$ cat config.mk
export PLATFORM = sky130hd
export DESIGN_NAME = pwr_fault_logger_flat
export DESIGN_NICKNAME = d
export VERILOG_FILES = /design/src/rtl/pwr_fault_logger_if.sv /design/src/rtl/pwr_fault_logger.sv /design/src/flat_wrapper.sv
export SDC_FILE = /design/constraint.sdc
export NUM_CORES = 1
export LEC_CHECK = 0
export CAP_MARGIN = 20
export CORE_ASPECT_RATIO = 1.25
export CORE_UTILIZATION = 50
export DETAILED_ROUTE_END_ITERATION = 10
export PLACE_DENSITY = 0.85
export SLEW_MARGIN = 20
export SYNTH_ARGS = -nofsm -noshare
export SYNTH_HDL_FRONTEND = slang
export SYNTH_SLANG_ARGS = --single-unit
$ cat constraint.sdc
create_clock -name iClk -period 2.6 [get_ports iClk]
set_input_delay 0.39 -clock iClk [delete_from_list [all_inputs] [get_ports iClk]]
set_output_delay 0.39 -clock iClk [all_outputs]
set_load 0.05 [all_outputs]
$ cat src/rtl/pwr_fault_logger_if.sv
// Log drain channel between the fault logger (master) and the BMC-facing reader (slave).
// LOG_W must match the logger's entry width (NUM_FLT+4, or NUM_FLT+20 with timestamps).
interface pwr_fault_logger_if #(
    parameter int LOG_W = 11
) ();
    logic             oLog_Valid;
    logic [LOG_W-1:0] oLog_Data;
    logic             iLog_Pop;

    modport master (
        output oLog_Valid,
        output oLog_Data,
        input  iLog_Pop
    );

    modport slave (
        input  oLog_Valid,
        input  oLog_Data,
        output iLog_Pop
    );
endinterface

$ cat src/rtl/pwr_fault_logger.sv
// Power-fault logger: edge-detects active-low fault flags, latches the first fault and queues events in a FIFO.
// Optional FAULT_LOG_TIMESTAMP_EN adds a saturating 16-bit ms timestamp to every entry.
module pwr_fault_logger #(
    parameter int DEPTH   = 4,
    parameter int NUM_FLT = 7
) (
    input  logic               iClk,
    input  logic               iRst_n,
    input  logic               iTick_1ms,
    input  logic [NUM_FLT-1:0] iFlt_N,
    input  logic [3:0]         iSeq_State,
    input  logic               iClear,
    pwr_fault_logger_if.master log_if,
    output logic               oFault_Any,
    output logic [3:0]         oFirst_Code,
    output logic [3:0]         oFirst_State,
    output logic               oOverflow,
    output logic [4:0]         oCount
);
`ifdef FAULT_LOG_TIMESTAMP_EN
    localparam int LOG_W = NUM_FLT + 20;
`else
    localparam int LOG_W = NUM_FLT + 4;
`endif
    localparam int         AW       = $clog2(DEPTH);
    localparam logic [4:0] CNT_FULL = 5'(DEPTH);
    localparam logic [3:0] NO_FAULT = 4'hF;

    typedef logic [LOG_W-1:0] entry_t;

    function automatic logic [3:0] lowest_idx(input logic [NUM_FLT-1:0] m);
        logic [3:0] idx;
        idx = NO_FAULT;
        for (int i = NUM_FLT - 1; i >= 0; i--) begin
            if (m[i]) idx = 4'(i);
        end
        return idx;
    endfunction

    function automatic logic [15:0] sat_inc16(input logic [15:0] v);
        return (v == 16'hFFFF) ? v : v + 16'd1;
    endfunction

    logic [NUM_FLT-1:0] prev_n_q, prev_n_d;
    entry_t             mem_q [DEPTH];
    entry_t             mem_d [DEPTH];
    logic [AW-1:0]      wr_ptr_q, wr_ptr_d;
    logic [AW-1:0]      rd_ptr_q, rd_ptr_d;
    logic [4:0]         count_q, count_d;
    logic               fault_any_q, fault_any_d;
    logic [3:0]         first_code_q, first_code_d;
    logic [3:0]         first_state_q, first_state_d;
    logic               overflow_q, overflow_d;
    logic [15:0]        ts_q, ts_d;

    logic [NUM_FLT-1:0] new_flt;
    logic               push, pop, full, wr_en;
    entry_t             entry;

    always_comb begin
        new_flt = prev_n_q & ~iFlt_N;
        push    = (|new_flt) && !iClear;
        pop     = log_if.iLog_Pop && (count_q != 5'd0) && !iClear;
        full    = (count_q == CNT_FULL);
        // A pop on a full FIFO frees the slot the same-cycle push lands in.
        wr_en   = push && (!full || pop);
`ifdef FAULT_LOG_TIMESTAMP_EN
        entry   = {ts_q, iSeq_State, new_flt};
`else
        entry   = {iSeq_State, new_flt};
`endif
    end

    always_comb begin
        prev_n_d      = iFlt_N;
        mem_d         = mem_q;
        wr_ptr_d      = wr_ptr_q;
        rd_ptr_d      = rd_ptr_q;
        count_d       = count_q;
        fault_any_d   = fault_any_q;
        first_code_d  = first_code_q;
        first_state_d = first_state_q;
        overflow_d    = overflow_q;
        ts_d          = ts_q;

        if (iClear) begin
            wr_ptr_d      = '0;
            rd_ptr_d      = '0;
            count_d       = 5'd0;
            fault_any_d   = 1'b0;
            first_code_d  = NO_FAULT;
            first_state_d = 4'h0;
            overflow_d    = 1'b0;
            ts_d          = 16'd0;
        end else begin
            if (wr_en) begin
                mem_d[wr_ptr_q] = entry;
                wr_ptr_d        = wr_ptr_q + AW'(1);
            end
            if (pop) begin
                rd_ptr_d = rd_ptr_q + AW'(1);
            end
            count_d = count_q + {4'd0, wr_en} - {4'd0, pop};
            if (push && !wr_en) begin
                overflow_d = 1'b1;
            end
            if (push) begin
                fault_any_d = 1'b1;
                if (first_code_q == NO_FAULT) begin
                    first_code_d  = lowest_idx(new_flt);
                    first_state_d = iSeq_State;
                end
            end
`ifdef FAULT_LOG_TIMESTAMP_EN
            if (iTick_1ms) begin
                ts_d = sat_inc16(ts_q);
            end
`endif
        end
    end

    always_ff @(posedge iClk or negedge iRst_n) begin
        if (!iRst_n) begin
            prev_n_q      <= '1;
            for (int i = 0; i < DEPTH; i++) mem_q[i] <= '0;
            wr_ptr_q      <= '0;
            rd_ptr_q      <= '0;
            count_q       <= 5'd0;
            fault_any_q   <= 1'b0;
            first_code_q  <= NO_FAULT;
            first_state_q <= 4'h0;
            overflow_q    <= 1'b0;
            ts_q          <= 16'd0;
        end else begin
            prev_n_q      <= prev_n_d;
            mem_q         <= mem_d;
            wr_ptr_q      <= wr_ptr_d;
            rd_ptr_q      <= rd_ptr_d;
            count_q       <= count_d;
            fault_any_q   <= fault_any_d;
            first_code_q  <= first_code_d;
            first_state_q <= first_state_d;
            overflow_q    <= overflow_d;
            ts_q          <= ts_d;
        end
    end

`ifndef FAULT_LOG_TIMESTAMP_EN
    logic unused_ts;
    assign unused_ts = &{1'b0, iTick_1ms, ts_q, sat_inc16(16'd0)};
`endif

    assign log_if.oLog_Valid = (count_q != 5'd0);
    assign log_if.oLog_Data  = (count_q != 5'd0) ? mem_q[rd_ptr_q] : '0;
    assign oFault_Any        = fault_any_q;
    assign oFirst_Code       = first_code_q;
    assign oFirst_State      = first_state_q;
    assign oOverflow         = overflow_q;
    assign oCount            = count_q;
endmodule
$ cat src/flat_wrapper.sv
// flat-port wrapper written by rule: the top's interface ports become plain ports
module pwr_fault_logger_flat 
#(
    parameter int DEPTH   = 4,
    parameter int NUM_FLT = 7
)
  (iClk, iRst_n, iTick_1ms, iFlt_N, iSeq_State, iClear, oFault_Any, oFirst_Code, oFirst_State, oOverflow, oCount, log_if_oLog_Valid, log_if_oLog_Data, log_if_iLog_Pop);
  pwr_fault_logger_if log_if_i ();
  input  logic iClk;
  input  logic iRst_n;
  input  logic iTick_1ms;
  input  logic [NUM_FLT-1:0] iFlt_N;
  input  logic [3:0] iSeq_State;
  input  logic iClear;
  output logic oFault_Any;
  output logic [3:0] oFirst_Code;
  output logic [3:0] oFirst_State;
  output logic oOverflow;
  output logic [4:0] oCount;
  output wire logic [$bits(log_if_i.oLog_Valid)-1:0] log_if_oLog_Valid;
  output wire logic [$bits(log_if_i.oLog_Data)-1:0] log_if_oLog_Data;
  input wire logic [$bits(log_if_i.iLog_Pop)-1:0] log_if_iLog_Pop;
  assign log_if_oLog_Valid = log_if_i.oLog_Valid;
  assign log_if_oLog_Data = log_if_i.oLog_Data;
  assign log_if_i.iLog_Pop = log_if_iLog_Pop;
  pwr_fault_logger #(.DEPTH(DEPTH), .NUM_FLT(NUM_FLT)) u_core (.iClk(iClk), .iRst_n(iRst_n), .iTick_1ms(iTick_1ms), .iFlt_N(iFlt_N), .iSeq_State(iSeq_State), .iClear(iClear), .log_if(log_if_i), .oFault_Any(oFault_Any), .oFirst_Code(oFirst_Code), .oFirst_State(oFirst_State), .oOverflow(oOverflow), .oCount(oCount));
endmodule
==> impl_metrics.ini <==
[drt]
vias = 2317
drt_iter0_markers = 96
wl_um = 7500
wl_per_cell_um = 17.4
first_pass_iters = 4
vias_per_cell = 5.36
drc_errors = 0
final_antenna_net_count = 0

[clocking]
clock_path_buffers = 2
cts.sinks = 70
hold_buffers = 0
cts_tree = yes
cts.clk_slew.worst_paths_ps = 70
htree_levels = 3
numCtsBuffers = 9
cts-root-buf = clkbuf_8
clk-insertion-delay-late_ps = 350

[worst_setup_path]
arrival_ps = 2910
crit_start = u_core.oCount[2]
cp-end-kind = flip-flop
worst-setup-path-type = reg2reg
cp_max_fo = 2
cp.required_ps = 2820
crit-reg2reg-launch = u_core.oCount[2]
start_kind = flip-flop

[cells_and_area]
finalNonFillerCells = 432
final_cell_mix = dfrtp_1 (56), buf_4 (48), mux2_4 (40)
mostFrequentLayoutCell = dfrtp_1
fin_nets = 365
diodes = 0
drive_gt1_share_pct = 44.7
syn_to_final_growth_pct = 28.4
fin_area_um2 = 4640

[placed_design]
placedCellCount = 412
hpwl_um = 5070
gp_congestion = 0.801
port_buffers = 41
placed_area_um2 = 4370

[hold_path]
min_path_type = in2async

[sta]
worstMarginPinSlew_ps = 780
fmax_ghz = 0.372
period_share_pct = 103
postLayoutSetupSlackWorst_ps = -87.5
report.final.setup_viol = 2
hold_viol_final = 0
fin_crit_ps = 2690
slew_viol_final = 0
max-slew-margin-rel_pct = 48.0
rsz0062_at_grt = true
final.setup_skew_ps = 7.32

[floorplanning]
chipHeight_um = 97.0
start_util_pct = 51.7
row_count = 34
die_w_um = 78.0
ios = 43
fp.coreArea_um2 = 6980
die-area_um2 = 7570

[logic_synthesis]
synth_top_family_by_area = multiplexers
yosysSeqAreaShare_pct = 48.9
ys_warn_count = 0
yosys_register_bits = 70
synth_area_um2 = 3610
synth.mux.area_fraction_pct = 26.4
synthCells = 257
synth_fa_ha_area_share_pct = 4.02
synth_xor_area_share_pct = 0.971
avgSynthCellArea_um2 = 14.0
yosys.area_share.simple_pct = 11.1
synth_compound_area_share_pct = 4.92
ys_types = 43
syn_nets = 284

[outcome]
violations = setup timing
status = complete, but fails checks

[global_route]
track_usage_pct = 22.0
grt_pass1_wl_um = 12400
gr-total-overflow = 0
grt_pass1_vias = 2482
grt_max_degree = 48
antenna_found_initial = 0

[power]
max-vdd-ir-drop_uv = 801
leakage_uw = 0.00222
finalPower_uw = 6020
power_density_nw_per_um2 = 1300

[job]
cap_violations = 0
==> layer usage <==
metal	track usage (%)	vias to the layer above	share of wire (%)
met2	35.7	53	51
li1	-	1063	-
met4	10.5	0	2.9
met3	4.06	16	2.9
met5	0	-	0
met1	28.2	1185	44
==> worst max-delay path, stage by stage, from the launching register on <==
cell and delay (ps):
dfrtp_2 410, inv_2 80, ha_4 130, or4b_4 480, nand2_4 90, nor2_2 30
ha_1 260, inv_1 60, ha_2 180, inv_2 40, fa_2 340, nor2b_2 140
o21bai_1 80, a21oi_1 170, nor3b_2 70
==> layout make-up <==
type | instances | area, um^2
timing repair buffer | 82 | 734
clock buffer | 11 | 151
clock inverter | 4 | 70.1
tap | 90 | 113
multi-input combinational | 163 | 1750
sequential | 70 | 1770
inverter | 12 | 45.0
fill | 520 | 2340
==> sequential cells by signal, summed over array words and instances, names as in the netlist, 2 cells and up <==
register / cells
u_core.mem_q: 44
u_core.prev_n_q: 7
u_core.rd_ptr_q: 2
u_core.oFirst_State: 4
u_core.wr_ptr_q: 2
u_core.oCount: 5
u_core.oFirst_Code: 4
==> per-stage QoR <==
step	utilization (%)	hold WS, ps	TNS (ps)	worst slack [ps]
after detailed placement	62.6	427	-260	-216
after global placement	62.6	414	-137	-137
after floorplan	-	94.4	-155	-155
after global routing	66.4	89.2	-287	-188
final	66.4	53.1	-92.7	-87.5
after CTS	66.1	45.9	-106	-106
==> path summary, 6_finish.rpt <==
kind	end	slack, ps	depth (start not counted)
setup reg to reg	u_core.oCount[4]	-90	14
hold reg to reg	u_core.mem_q[10]	500	1
setup / recovery	u_core.oCount[4]	-90	14
max in group asynchronous	u_core.rd_ptr_q[1]	1900	2
hold / removal	u_core.mem_q[14]	50	1
min in group iClk	u_core.prev_n_q[6]	480	1
==> timing repair <==
action                                  4_1_cts  5_1_grt
resized for setup                             4        2
pin swaps                                     1        2
endpoints found under the setup margin        2        2
cloned                                        0        0
buffers inserted                              3        2
==> synthesized netlist by cell type (all sizes together) <==
master,n,area [um^2]
nor2b,7,53.8
nor2,8,30.0
dfrtp,59,1480
a211oi,1,7.51
o21ai,4,20.0
o311a,1,21.3
nand2b,18,113
o31ai,2,15.0
a21o,4,30.0
nor4,1,21.3
mux2i,5,50.1
or3,1,6.26
dfstp,11,289
xor2,3,26.3
or4,1,7.51
or4b,1,10.0
nor3b,1,7.51
buf,8,70.1
clkbuf,4,15.0
o21bai,1,7.51
inv,12,45.0
a21oi,7,35.0
nand2,1,3.75
nand3,2,10.0
mux2,45,657
a31oi,1,6.26
ha,10,125
and2b,4,30.0
nand4,1,6.26
xnor2,1,8.76
mux4,11,248
and2,11,68.8
and4,1,8.76
a211o,4,35.0
nor3,4,25.0
fa,1,20.0
==> power by group <==
| part | switching, uW | internal [uW] |
|---|---|---|
| Clock | 400 | 584 |
| Combinational | 1650 | 1570 |
| Sequential | 275 | 1540 |
| Total | 2320 | 3700 |
==> logic make-up after synthesis <==
| family | count (synthesis) |
|---|---|
| muxes | 61 |
| xor gates and xnor gates | 4 |
| adders and majority gates | 11 |
| buffers and inverters | 24 |
| and+or+nand+nor | 62 |
| AOI/OAI and AO/OA | 25 |
| DFF | 70 |
No activity file was read; power rests on OpenSTA's default activity.
